--- src/rtl/univ_shift_register.sv ---
//------------------------------------------------------------------------------
// Module      : univ_shift_register
// Description : Universal shift register (hold / shift left / shift right /
//               parallel load) with saturating shift counter and frame pulse.
//               Optional rotate mode via macro UNIV_SHIFT_REGISTER_ROTATE_EN.
// Revision    : 1.0 - initial release
//------------------------------------------------------------------------------
`default_nettype none

module univ_shift_register #(
    parameter int WIDTH = 8,
    parameter int CW    = $clog2(WIDTH + 1)
) (
    input  logic             clk,
    input  logic             rst,
    input  logic             en,
    input  logic [1:0]       mode,
    input  logic             sin_r,
    input  logic             sin_l,
    input  logic [WIDTH-1:0] pin,
    input  logic             rot,
    output logic [WIDTH-1:0] q,
    output logic             sout_l,
    output logic             sout_r,
    output logic [CW-1:0]    shift_cnt,
    output logic             frame_done
);

    localparam logic [1:0]    C_MODE_HOLD  = 2'b00;
    localparam logic [1:0]    C_MODE_LEFT  = 2'b01;
    localparam logic [1:0]    C_MODE_RIGHT = 2'b10;
    localparam logic [1:0]    C_MODE_LOAD  = 2'b11;
    localparam logic [CW-1:0] C_CNT_FULL   = CW'(WIDTH);
    localparam logic [CW-1:0] C_CNT_LAST   = CW'(WIDTH - 1);

    logic [WIDTH-1:0] q_q, q_d;
    logic [CW-1:0]    cnt_q, cnt_d;
    logic             done_q, done_d;
    logic             w_fill_r;
    logic             w_fill_l;
    logic             w_shift;

`ifdef UNIV_SHIFT_REGISTER_ROTATE_EN
    assign w_fill_r = rot ? q_q[WIDTH-1] : sin_r;
    assign w_fill_l = rot ? q_q[0]       : sin_l;
`else
    logic w_rot_unused;
    assign w_rot_unused = rot;
    assign w_fill_r     = sin_r;
    assign w_fill_l     = sin_l;
`endif

    always_comb begin
        q_d     = q_q;
        cnt_d   = cnt_q;
        done_d  = 1'b0;
        w_shift = 1'b0;
        if (en) begin
            case (mode)
                C_MODE_HOLD:  ;
                C_MODE_LEFT: begin
                    q_d     = {q_q[WIDTH-2:0], w_fill_r};
                    w_shift = 1'b1;
                end
                C_MODE_RIGHT: begin
                    q_d     = {w_fill_l, q_q[WIDTH-1:1]};
                    w_shift = 1'b1;
                end
                C_MODE_LOAD: begin
                    q_d   = pin;
                    cnt_d = '0;
                end
                default: ;
            endcase
            // Counter saturates at WIDTH; the pulse fires only on the final step
            if (w_shift && (cnt_q < C_CNT_FULL)) begin
                cnt_d  = cnt_q + CW'(1);
                done_d = (cnt_q == C_CNT_LAST);
            end
        end
    end

    always_ff @(posedge clk) begin
        if (!rst) begin
            q_q    <= '0;
            cnt_q  <= '0;
            done_q <= 1'b0;
        end else begin
            q_q    <= q_d;
            cnt_q  <= cnt_d;
            done_q <= done_d;
        end
    end

    assign q          = q_q;
    assign sout_l     = q_q[WIDTH-1];
    assign sout_r     = q_q[0];
    assign shift_cnt  = cnt_q;
    assign frame_done = done_q;

endmodule

`default_nettype wire

--- config.mk ---
export PLATFORM = sky130hd
export DESIGN_NAME = univ_shift_register
export DESIGN_NICKNAME = d
export VERILOG_FILES = /design/src/rtl/univ_shift_register.sv
export SDC_FILE = /design/constraint.sdc
export NUM_CORES = 1
export LEC_CHECK = 0
export ABC_AREA = 1
export CAP_MARGIN = 20
export CORE_UTILIZATION = 36
export CTS_CLUSTER_SIZE = 25
export DETAILED_ROUTE_END_ITERATION = 8
export GPL_ROUTABILITY_DRIVEN = 0
export PLACE_DENSITY = 0.73
export SETUP_SLACK_MARGIN = 0.5
export SYNTH_ARGS = -nofsm -noshare
export SYNTH_HDL_FRONTEND = slang
export SYNTH_SLANG_ARGS = --single-unit
--- constraint.sdc ---
create_clock -name clk -period 0.95 [get_ports clk]
set_input_delay 0.19 -clock clk [delete_from_list [all_inputs] [get_ports clk]]
set_output_delay 0.19 -clock clk [all_outputs]
set_load 0.05 [all_outputs]
=== Word-level counts from Yosys, hierarchy flattened ===
Index checks and enable logic that the tools add are counted.
Widths: inputs -> output; s select.

* Register bits after elaboration: 13
* Input bits: 16
* Word-level logic and storage cells: 21

* Add/subtract/negate cells: 1
* Order comparisons: 1
* Equal/unequal tests: 4
* Muxes and demuxes: 5
* Reductions and logical operators: 7

{| class="wikitable"
|+ Operators with widths
! kind !! count
|-
| $pmux 8 s3 || 1
|-
| $mux 4 || 2
|-
| $add 4x1->4 const B || 1
|-
| $eq 2x2->1 const B || 2
|-
| $eq 4x3->1 const B || 1
|-
| $lt 4x4->1 const B || 1
|-
| $reduce_and 2->1 || 2
|-
| $reduce_and 3->1 || 1
|-
| $reduce_bool 3->1 || 1
|-
| $eq 2x1->1 const B || 1
|-
| $mux 1 || 2
|-
| $reduce_bool 2->1 || 1
|-
| $reduce_or 2->1 || 1
|-
| $logic_and 1x1->1 || 1
|}

=== Longest topological paths before layout ===
* Depth after elaboration: 7
* Depth in mapped cells: 8
* Depth with buffers taken out: 8

=== Worst setup path before layout ===
Ideal clock, no wire load.

* Path type: reg-to-reg
* Start point: reg cnt_q[0] (netlist: shift_cnt[0])
* End point: reg cnt_q[2] (netlist: shift_cnt[2])
* Library setup time: 0.113 ns
* Data arrival time: 1.184 ns
* Path slack: -0.348 ns
* Cell stages (with the launch flop): 7
* Buffers on the path: 0
* Cell sequence: dfxtp_1 > ha_1 > nand2_1 > inv_1 > nand2_1 > o21ai_1 > nor2_1

* Longest elaborated chain between the ends: 4
* Elaborated cells on any way between the ends: 6
* Those cells by class: add/sub (1); order compare (1); mux (1); reduce/logical (3)

{| class="wikitable"
|+ Ends and longest elaborated chain
! element !! RTL line !! RTL
|-
| start: declaration || 37 || <nowiki>logic [CW-1:0] cnt_q, cnt_d;</nowiki>
|-
| start signal: assignment || 90 || <nowiki>cnt_q <= cnt_d;</nowiki>
|-
| $lt 4x4->1 || 76 || <nowiki>if (w_shift && (cnt_q < C_CNT_FULL)) begin</nowiki>
|-
| $logic_and 1x1->1 || 76 ||
|-
| $reduce_bool 2->1 (no source line) || n/a ||
|-
| $reduce_and 2->1 (no source line) || n/a ||
|}

Parallel ways exist; a longest one is shown, timed or not.
A chain may end at the register's enable or synchronous reset.

=== Worst setup path in the final report ===
Ends and elaborated chain as after synthesis.

==> flow_summary.json <==
{
  "status": "finished with violations",
  "violations": "negative setup slack",
  "num_vias": 987,
  "cts_made_buffers": 3,
  "drc_errors": 0,
  "rsz0062_at_grt": "yes",
  "grt_pass1_vias": 870,
  "core_area_sq_um": 1780,
  "cts_tree": "yes",
  "grt.total_usage": 0.268,
  "drive_gt1_frac": 0.641,
  "start_util": 0.398,
  "fin_util": 0.954,
  "crit_end": "shift_cnt[2]",
  "port_buffers": 29,
  "ys_seq_area_frac": 0.367,
  "synth_top_area_share": 0.367,
  "routed_wirelength_um": 3830,
  "slew_viol_final": 0,
  "final_nets": 177,
  "reg2reg_depth": 8,
  "r2r_slack_ns": -0.22,
  "synthFlopType": "dfxtp_1",
  "peakVddDrop_v": 0.000946,
  "power.density_nw_per_um2": 1080,
  "yosysWarnings": 0,
  "syn_area_sq_um": 709,
  "avgSynthCellArea_sq_um": 6.76,
  "drt_iter0_drc": 31,
  "worstSetupPathType": "flip-flop to flip-flop",
  "ys_ff_latch": 13,
  "via_per_inst": 5.45,
  "p_leak_nw": 0.731,
  "cp_max_fo": 2,
  "clkSinkCount": 13,
  "path_clk_slew_ns": 0.10,
  "finalSetupTns_ns": -1.44,
  "worst_slack_ns": -0.215,
  "clk-insertion-delay-late_ns": 0.30,
  "crit_start": "shift_cnt[0]",
  "skew_ns": 0.00290,
  "synth.distinct_cells": 16,
  "finalSetupViolCount": 19,
  "clockRootBuffer": "clkbuf_4",
  "num_antenna_cells": 0,
  "clockBufferDepth": 2,
  "syn_nets": 125,
  "hp-class": "input pin to flip-flop",
  "fp.dieH_um": 46.4,
  "yosys-top-cells-area": "dfxtp_1 37%, nand2_1 19%, a21oi_1 13%",
  "crit_arrival_ns": 1.37,
  "pin_count": 31,
  "netlist_instances": 105,
  "finalCritPeriodShare": 1.23,
  "yosys.area.top_type": "dfxtp_1",
  "finalPower_mw": 1.83,
  "antenna_found_initial": 0,
  "htree_levels": 1,
  "grt_pass1_wl_um": 4010,
  "layout_min_cycle_time_ns": 1.17,
  "dp_hpwl_um": 1570,
  "fp.dieW_um": 46.4,
  "timing.rr.end": "shift_cnt[2]",
  "overflow": 0,
  "ant_nets": 0,
  "ys_async_sr_fraction": 0,
  "timing.slew.headroom": 0.783,
  "tightest_slew_ns": 0.324,
  "max_cap_viol_count": 0,
  "hold_violations": 0,
  "first_pass_iters": 4,
  "grt_max_degree": 17,
  "critical_path_required_ns": 1.15,
  "endpoint_kind": "flip-flop",
  "synth-edff-count": 0,
  "rows": 15,
  "wl_per_cell_um": 21.1,
  "place_inst": 161,
  "fmax_mhz": 858,
  "r2r-start": "shift_cnt[0]",
  "start_kind": "flip-flop",
  "dieArea_sq_um": 2150,
  "area_growth_syn_to_layout_pct": 140,
  "final-instance-count-excl-fill": 181
}
==> registers in the layout, summed over array words and instances (netlist names) <==
name / count
q: 8
shift_cnt: 4
frame_done: 1
==> synthesized netlist by cell type (2+ instances only) <==
master and n:
nand2_1 36, a21oi_1 19, dfxtp_1 13, inv_1 7, o21ai_0 7, buf_4 4, ha_1 4, nand3_1 3
o21ai_1 3, inv_2 2, nor2_1 2
==> timing repair <==
| item | CTS | global route |
|---|---|---|
| setup endpoints to repair | 28 | 28 |
| setup buffers | 13 | 3 |
| hold buffers | 0 | 0 |
| gates resized for setup | 37 | 38 |
| pin swaps | 12 | 21 |
| gates cloned | 0 | 0 |
==> how the worst min path moves through the flow <==
stage                         endpoint          from  cells past startpoint  slack [ns]
final                     shift_cnt[0]           rst                      3        0.32
after global routing      shift_cnt[0]           rst                      3        0.31
after CTS                 shift_cnt[0]           rst                      3        0.33
after detailed placement  shift_cnt[3]  shift_cnt[3]                      2        0.50
after global placement    shift_cnt[3]  shift_cnt[3]                      2        0.49
after floorplan             frame_done            en                      2        0.32
==> worst max-delay path: stages, from the launching register on <==
cell and delay (ns):
dfxtp_4 0.36, buf_4 0.14, ha_4 0.16, nand2_4 0.06
inv_2 0.04, nand2_2 0.08, nand2_1 0.06, nand2_1 0.11
nor2_1 0.06
==> cell type report <==
| type | count | area, sq um |
|---|---|---|
| inverter | 9 | 51.3 |
| tap | 25 | 31.3 |
| multi-input combinational | 77 | 574 |
| fill | 44 | 81.3 |
| clock buffer | 4 | 26.3 |
| timing repair buffer | 53 | 709 |
| sequential | 13 | 309 |
==> kinds of logic after synthesis <==
logic type / synth area share
simple gates: 0.256
flops: 0.367
fa+ha+maj: 0.0705
compound gates: 0.205
buf+inv: 0.102
==> per-layer routing <==
metal  wire, um  global-route usage  part of all wire  up-vias
met2       2060               0.522              0.54       63
met5          0                   0                 0        -
li1           -                   -                 -      442
met4        131              0.0941             0.034        0
met1       1420               0.288              0.37      465
met3        211              0.0275             0.055       17
==> cells in the final DEF (no fill, tap or decap) <==
cell type        synthesis  routed
a21oi_1                 19       6
a21oi_2                  0      13
buf_12                   0      17
buf_4                    4       6
buf_6                    0      17
buf_8                    0       1
clkbuf_1                 1       1
clkbuf_4                 0       3
clkdlybuf4s50_1          0      10
dfxtp_4                  0      13
dlygate4sd2_1            0       2
ha_4                     0       4
inv_1                    7       3
inv_12                   0       1
inv_2                    2       3
inv_4                    0       2
nand2_1                 36      24
nand2_2                  0       7
nand2_4                  0       5
nand3_1                  3       1
nand3_2                  0       1
nand3_4                  0       1
nor2_1                   2       1
nor2_4                   1       3
nor4_2                   0       1
o21ai_0                  7       4
o21ai_1                  3       4
o21ai_2                  0       2
==> report_power, final <==
part	total, mW	switching, mW	internal (mW)
registers	0.609	0.0453	0.564
logic	0.824	0.419	0.405
clock network	0.397	0.234	0.164
total	1.83	0.698	1.13
==> through the flow <==
stage                     setup WS, ns  hold slack (ns)  cell area (sq um)
after detailed placement        -0.695            0.505               1360
final                           -0.215            0.315               1700
after global placement          -0.625            0.488               1360
after global routing            -0.239            0.311               1700
after CTS                       -0.133            0.325               1560
after floorplan                -0.0327            0.319                867
No activity file was read; power rests on OpenSTA's default activity.
